`config.mk`:
```
export PLATFORM = sky130hd
export DESIGN_NAME = gf163_reduce
export DESIGN_NICKNAME = d
export VERILOG_FILES = /design/src/rtl/gf163_reduce.sv
export SDC_FILE = /design/constraint.sdc
export NUM_CORES = 1
export LEC_CHECK = 0
export CAP_MARGIN = 20
export CORE_ASPECT_RATIO = 1.1
export CORE_MARGIN = 4
export CORE_UTILIZATION = 30
export DETAILED_ROUTE_END_ITERATION = 12
export SLEW_MARGIN = 20
export SYNTH_ARGS = -nofsm -noshare
export SYNTH_HDL_FRONTEND = slang
export SYNTH_SLANG_ARGS = --single-unit
export TNS_END_PERCENT = 10
```
`constraint.sdc`:
```
create_clock -name clk -period 6.4 [get_ports clk]
set_input_delay 1.28 -clock clk [delete_from_list [all_inputs] [get_ports clk]]
set_output_delay 1.28 -clock clk [all_outputs]
set_load 0.02 [all_outputs]
```
`src/rtl/gf163_reduce.sv`:
```
// gf163_reduce
// Reduces the unreduced 326-bit product of the 163x163 GF(2) multiplier
// modulo f(x) = x^163 + x^7 + x^6 + x^3 + 1. The work is done in two folds:
// the first is registered and the second is combinational in front of an
// output FIFO.
//
// The multiplier upstream cannot stall. To make that safe, this block only
// lets a multiply launch when it already holds FIFO space for the result.
// It does this with a credit counter.
//
// Ports
//   clk          in   rising-edge clock
//   rst          in   asynchronous active-high reset
//   issue_valid  in   upstream launches a multiply this cycle
//   issue_ready  out  credit available; launch counts only with issue_valid
//   d[325:0]     in   unreduced product, sampled MULT_LAT cycles after launch
//   res_valid    out  FIFO head valid
//   res_ready    in   consumer takes the head
//   res[162:0]   out  reduced result (zero while the FIFO is empty)
//   busy         out  at least one operation outstanding
//   overflow_err out  sticky: launch attempted without a credit
module gf163_reduce #(
  parameter int MULT_LAT = 2,
  parameter int DEPTH    = 4
) (
  input  logic         clk,
  input  logic         rst,
  input  logic         issue_valid,
  output logic         issue_ready,
  input  logic [325:0] d,
  output logic         res_valid,
  input  logic         res_ready,
  output logic [162:0] res,
  output logic         busy,
  output logic         overflow_err
);

  localparam int CW = $clog2(DEPTH + 1);
  localparam int PW = (DEPTH > 1) ? $clog2(DEPTH) : 1;

  logic [CW-1:0]       credit;
  logic                accept;
  logic                pop;
  logic [MULT_LAT-1:0] tag;
  logic                s0_valid;
  logic [162:0]        hi;
  logic [169:0]        s1_next;
  logic [169:0]        r1;
  logic                v1;
  logic [6:0]          h2;
  logic [162:0]        r;
  logic [162:0]        mem [DEPTH];
  logic [PW-1:0]       wr_ptr;
  logic [PW-1:0]       rd_ptr;
  logic [CW-1:0]       fifo_count;

  assign issue_ready = (credit < CW'(DEPTH));
  assign accept      = issue_valid && issue_ready;
  assign res_valid   = (fifo_count != '0);
  assign pop         = res_valid && res_ready;
  assign busy        = (credit != '0);
  assign s0_valid    = tag[MULT_LAT-1];

  // A tag travels alongside each launched multiply. When the tag reaches the
  // end of this shift register, the product on d belongs to that launch.
  always_ff @(posedge clk or posedge rst) begin
    if (rst) begin
      tag <= '0;
    end else begin
      tag[0] <= accept;
      for (int i = 1; i < MULT_LAT; i++) begin
        tag[i] <= tag[i-1];
      end
    end
  end

  // First fold: x^163 == x^7 + x^6 + x^3 + 1. The upper half is therefore
  // folded down with four shifted copies. This leaves up to 7 bits above
  // x^162.
  assign hi      = d[325:163];
  assign s1_next = {7'b0, d[162:0]} ^ {7'b0, hi} ^ ({7'b0, hi} << 3)
                 ^ ({7'b0, hi} << 6) ^ ({7'b0, hi} << 7);

  always_ff @(posedge clk) begin
    if (s0_valid) begin
      r1 <= s1_next;
    end
  end

  always_ff @(posedge clk or posedge rst) begin
    if (rst) begin
      v1 <= 1'b0;
    end else begin
      v1 <= s0_valid;
    end
  end

  // Second fold: h2 has degree <= 6, so the folded terms reach degree 13 at
  // most. The result is fully reduced after this step.
  assign h2 = r1[169:163];
  assign r  = r1[162:0] ^ {156'b0, h2} ^ ({156'b0, h2} << 3)
            ^ ({156'b0, h2} << 6) ^ ({156'b0, h2} << 7);

  // FIFO storage carries no reset. Only the pointers and count decide what
  // is visible.
  always_ff @(posedge clk) begin
    if (v1) begin
      mem[wr_ptr] <= r;
    end
  end

  // Pointers wrap modulo DEPTH. The count tracks occupancy and supports
  // simultaneous push and pop.
  always_ff @(posedge clk or posedge rst) begin
    if (rst) begin
      wr_ptr     <= '0;
      rd_ptr     <= '0;
      fifo_count <= '0;
    end else begin
      if (v1) begin
        wr_ptr <= (wr_ptr == PW'(DEPTH - 1)) ? '0 : wr_ptr + PW'(1);
      end
      if (pop) begin
        rd_ptr <= (rd_ptr == PW'(DEPTH - 1)) ? '0 : rd_ptr + PW'(1);
      end
      case ({v1, pop})
        2'b10:   fifo_count <= fifo_count + CW'(1);
        2'b01:   fifo_count <= fifo_count - CW'(1);
        default: fifo_count <= fifo_count;
      endcase
    end
  end

  // A credit is held from launch until the result is consumed. This bounds
  // the number of products in flight to the FIFO capacity.
  always_ff @(posedge clk or posedge rst) begin
    if (rst) begin
      credit <= '0;
    end else begin
      case ({accept, pop})
        2'b10:   credit <= credit + CW'(1);
        2'b01:   credit <= credit - CW'(1);
        default: credit <= credit;
      endcase
    end
  end

  // A launch attempt without a credit cannot be honoured. It is flagged
  // until reset.
  always_ff @(posedge clk or posedge rst) begin
    if (rst) begin
      overflow_err <= 1'b0;
    end else if (issue_valid && !issue_ready) begin
      overflow_err <= 1'b1;
    end
  end

  assign res = res_valid ? mem[rd_ptr] : '0;

endmodule

```
==> flow_metrics.tcl <==
set metrics [dict create \
    min_path_type "flop to flop" \
    synth_warnings 0 \
    max_freq_mhz 208 \
    final_max_slew_viol_count 0 \
    period_share 0.752 \
    synth_ff_type "edfxtp_1" \
    die_x_um 337 \
    post-cts-setup-buffer-count 0 \
    cts_sinks 836 \
    worst_slew_pin_slew_ns 0.998 \
    stdcell_count 4034 \
    p_switching_mw 6.40 \
    async_flop_share 0.0167 \
    setup_tns_ns 0 \
    cts.repair.resized 0 \
    start_util 0.303 \
    ys_seq_area_frac 0.700 \
    grt_pass1_wl_um 134000 \
    start_kind "flop" \
    synth_seq_cells 836 \
    clkPwrFrac 0.254 \
    synth.area.top_cells "edfxtp_1, xnor2_1, mux4_2, and2_1, dfrtp_1" \
    antenna_left 0 \
    area_growth_pct 27.1 \
    drv_cap 0 \
    internal_power_mw 13.8 \
    postSynthCellCount 1877 \
    rsz0062_at_grt "false" \
    fin_nets 2757 \
    synth_largest_area_cell "edfxtp_1" \
    leakagePower_nw 14.0 \
    grt_pass1_vias 19700 \
    yosysMostFrequentCell "edfxtp_1" \
    place_hpwl_um 63500 \
    critPathArrivalTime_ns 3.53 \
    seqPwrFrac 0.388 \
    drive_gt1_frac 0.128 \
    fp.dieH_um 370 \
    outcome "finished clean" \
    drt-pass1-iter-count 4 \
    crit_type "flop to output pin" \
    worstSkewPairLatency_ns 0.66 \
    maxSlewHeadroom 0.335 \
    synth_edf_count 822 \
    vias 18000 \
    p_sw_frac 0.317 \
    postCtsHoldBufs 0 \
    drtIter0Drc 1316 \
    pwr-share-comb 0.358 \
    numPortBuffers 496 \
    syn_nets 2216 \
    setup_violations 0 \
    dieArea_um2 125000 \
    ys_types 23 \
    pin_count 497 \
    cts_tree "yes" \
    grt_usage 0.146 \
    worstPathMaxFanout 40 \
    regArea_um2 25000 \
    drc_errors 0 \
    synth_top_area_frac 0.690 \
    routedWlPerCell_um 23.0 \
    period_minus_slack_ns 4.81 \
    endpoint_kind "output pin" \
    path_clk_slew_ns 0.06 \
    ir_drop_mv 0.295 \
    fin_skew_ns 0.0278 \
    core_um2 118000 \
    grt_max_degree 91 \
    cts_made_buffers 89 \
    routed_wirelength_um 92700 \
    clock_path_buffers 3 \
    finalHoldViolations 0 \
    gp_congestion 0.827 \
    crit_required_ns 5.12 \
    antenna_found_initial 9 \
    multiInputGateArea_um2 10300 \
    place_inst 3868 \
    num_rows 132 \
    ctsHtreeMaxLevel 3 \
    gr-total-overflow 0 \
    powerDensity_nw_per_um2 443 \
    drt-vias-per-instance 4.46 \
    synth_area_um2 35800 \
    synthTopCellsByCount "edfxtp_1, xnor2_1, and2_1, mux4_2, clkbuf_1" \
    syn_area_per_cell_um2 19.1 \
    root_buffer "clkbuf_16" \
    num-fill-cells 10800 \
]
[cells by family after synthesis]
| family | count (synthesis) | synth area share |
|---|---|---|
| flops | 836 | 0.700 |
| xor+xnor | 604 | 0.148 |
| simple gates | 176 | 0.0304 |
| mux | 167 | 0.104 |
| buf+inv | 82 | 0.0139 |
| fa+ha+maj | 9 | 0.00357 |
| compound gates | 3 | 0.000490 |
[registers in the layout, summed over array words and instances (netlist names)]
name and cells:
mem 652, overflow_err 1, tag 2, credit 3
r1 170, wr_ptr 2, fifo_count 3, v1 1
rd_ptr 2
[placed cells by master, fill, tap and decap left out, drive strengths merged]
master / netlist / layout
mux2: 2 / 2
clkinv: 0 / 30
bufinv: 0 / 10
o21ai: 2 / 2
inv: 12 / 16
a21o: 1 / 1
diode: 0 / 4
mux2i: 2 / 2
dfrtp: 14 / 14
mux4: 163 / 163
clkdlybuf4s50: 0 / 496
ha: 7 / 7
edfxtp: 822 / 822
nor2: 3 / 3
nand3: 1 / 1
xnor2: 586 / 586
xor2: 18 / 18
nand2: 2 / 2
or3: 2 / 2
clkinvlp: 0 / 7
and2: 168 / 168
clkbuf: 34 / 111
fa: 2 / 2
buf: 36 / 24
[through the flow]
stage / hold slack, ns / area [µm²] / util / worst slack, ns / power [mW]
floorplan: 0.331 / 35800 / - / 1.52 / 12.1
global placement: 0.350 / 42500 / 0.360 / 2.18 / 15.2
detailed placement: 0.335 / 42500 / 0.360 / 2.16 / 15.3
CTS: 0.374 / 45500 / 0.385 / 1.42 / 20.5
global route: 0.385 / 45500 / 0.385 / 1.30 / 21.1
finish: 0.380 / 45500 / 0.385 / 1.59 / 20.2
[critical path, cell delays in order, from the launching register on]
cell and delay (ns):
dfrtp_4 1.06, buf_4 0.48, mux4_2 0.55, and2_1 0.20, clkdlybuf4s50_1 0.55
[final timing paths]
path / depth (start not counted) / slack, ns / endpoint / startpoint
worst min-delay path: 0 / 0.38 / tag[1]$_DFF_PP0_ / tag[0]$_DFF_PP0_
min in group asynchronous: 2 / 1.05 / tag[1]$_DFF_PP0_ / rst
max in group asynchronous: 2 / 4.83 / rd_ptr[1]$_DFFE_PP0P_ / rst
worst max register to register: 8 / 3.53 / fifo_count[2]$_DFFE_PP0P_ / fifo_count[0]$_DFFE_PP0P_
worst max-delay path: 4 / 1.59 / res[87] / rd_ptr[0]$_DFFE_PP0P_
worst min register to register: 0 / 0.38 / tag[1]$_DFF_PP0_ / tag[0]$_DFF_PP0_
[power by group through the flow]
stage                     combinational [mW]  clock [mW]  sequential [mW]
after global placement                  7.34           0             7.87
after detailed placement                7.37           0             7.95
after floorplan                         4.27           0             7.86
final                                   7.21        5.13             7.82
after CTS                               7.41        5.29             7.84
after global routing                    7.67        5.52             7.93
[per-layer routing]
metal | global-route usage | share of wire
met5 | 0 | 0.00051
met4 | 0.0408 | 0.021
met3 | 0.0302 | 0.057
met2 | 0.256 | 0.51
met1 | 0.184 | 0.41
[layout make-up]
type,count,share of cell area
flip-flops and latches,836,0.551
diodes,4,0.000220
repair buffers,520,0.116
inverters,12,0.000991
clock buffers,111,0.0513
clock inverters,51,0.0133
multi-input cells,959,0.225
well taps,1541,0.0424
No activity file was read; power rests on OpenSTA's default activity.
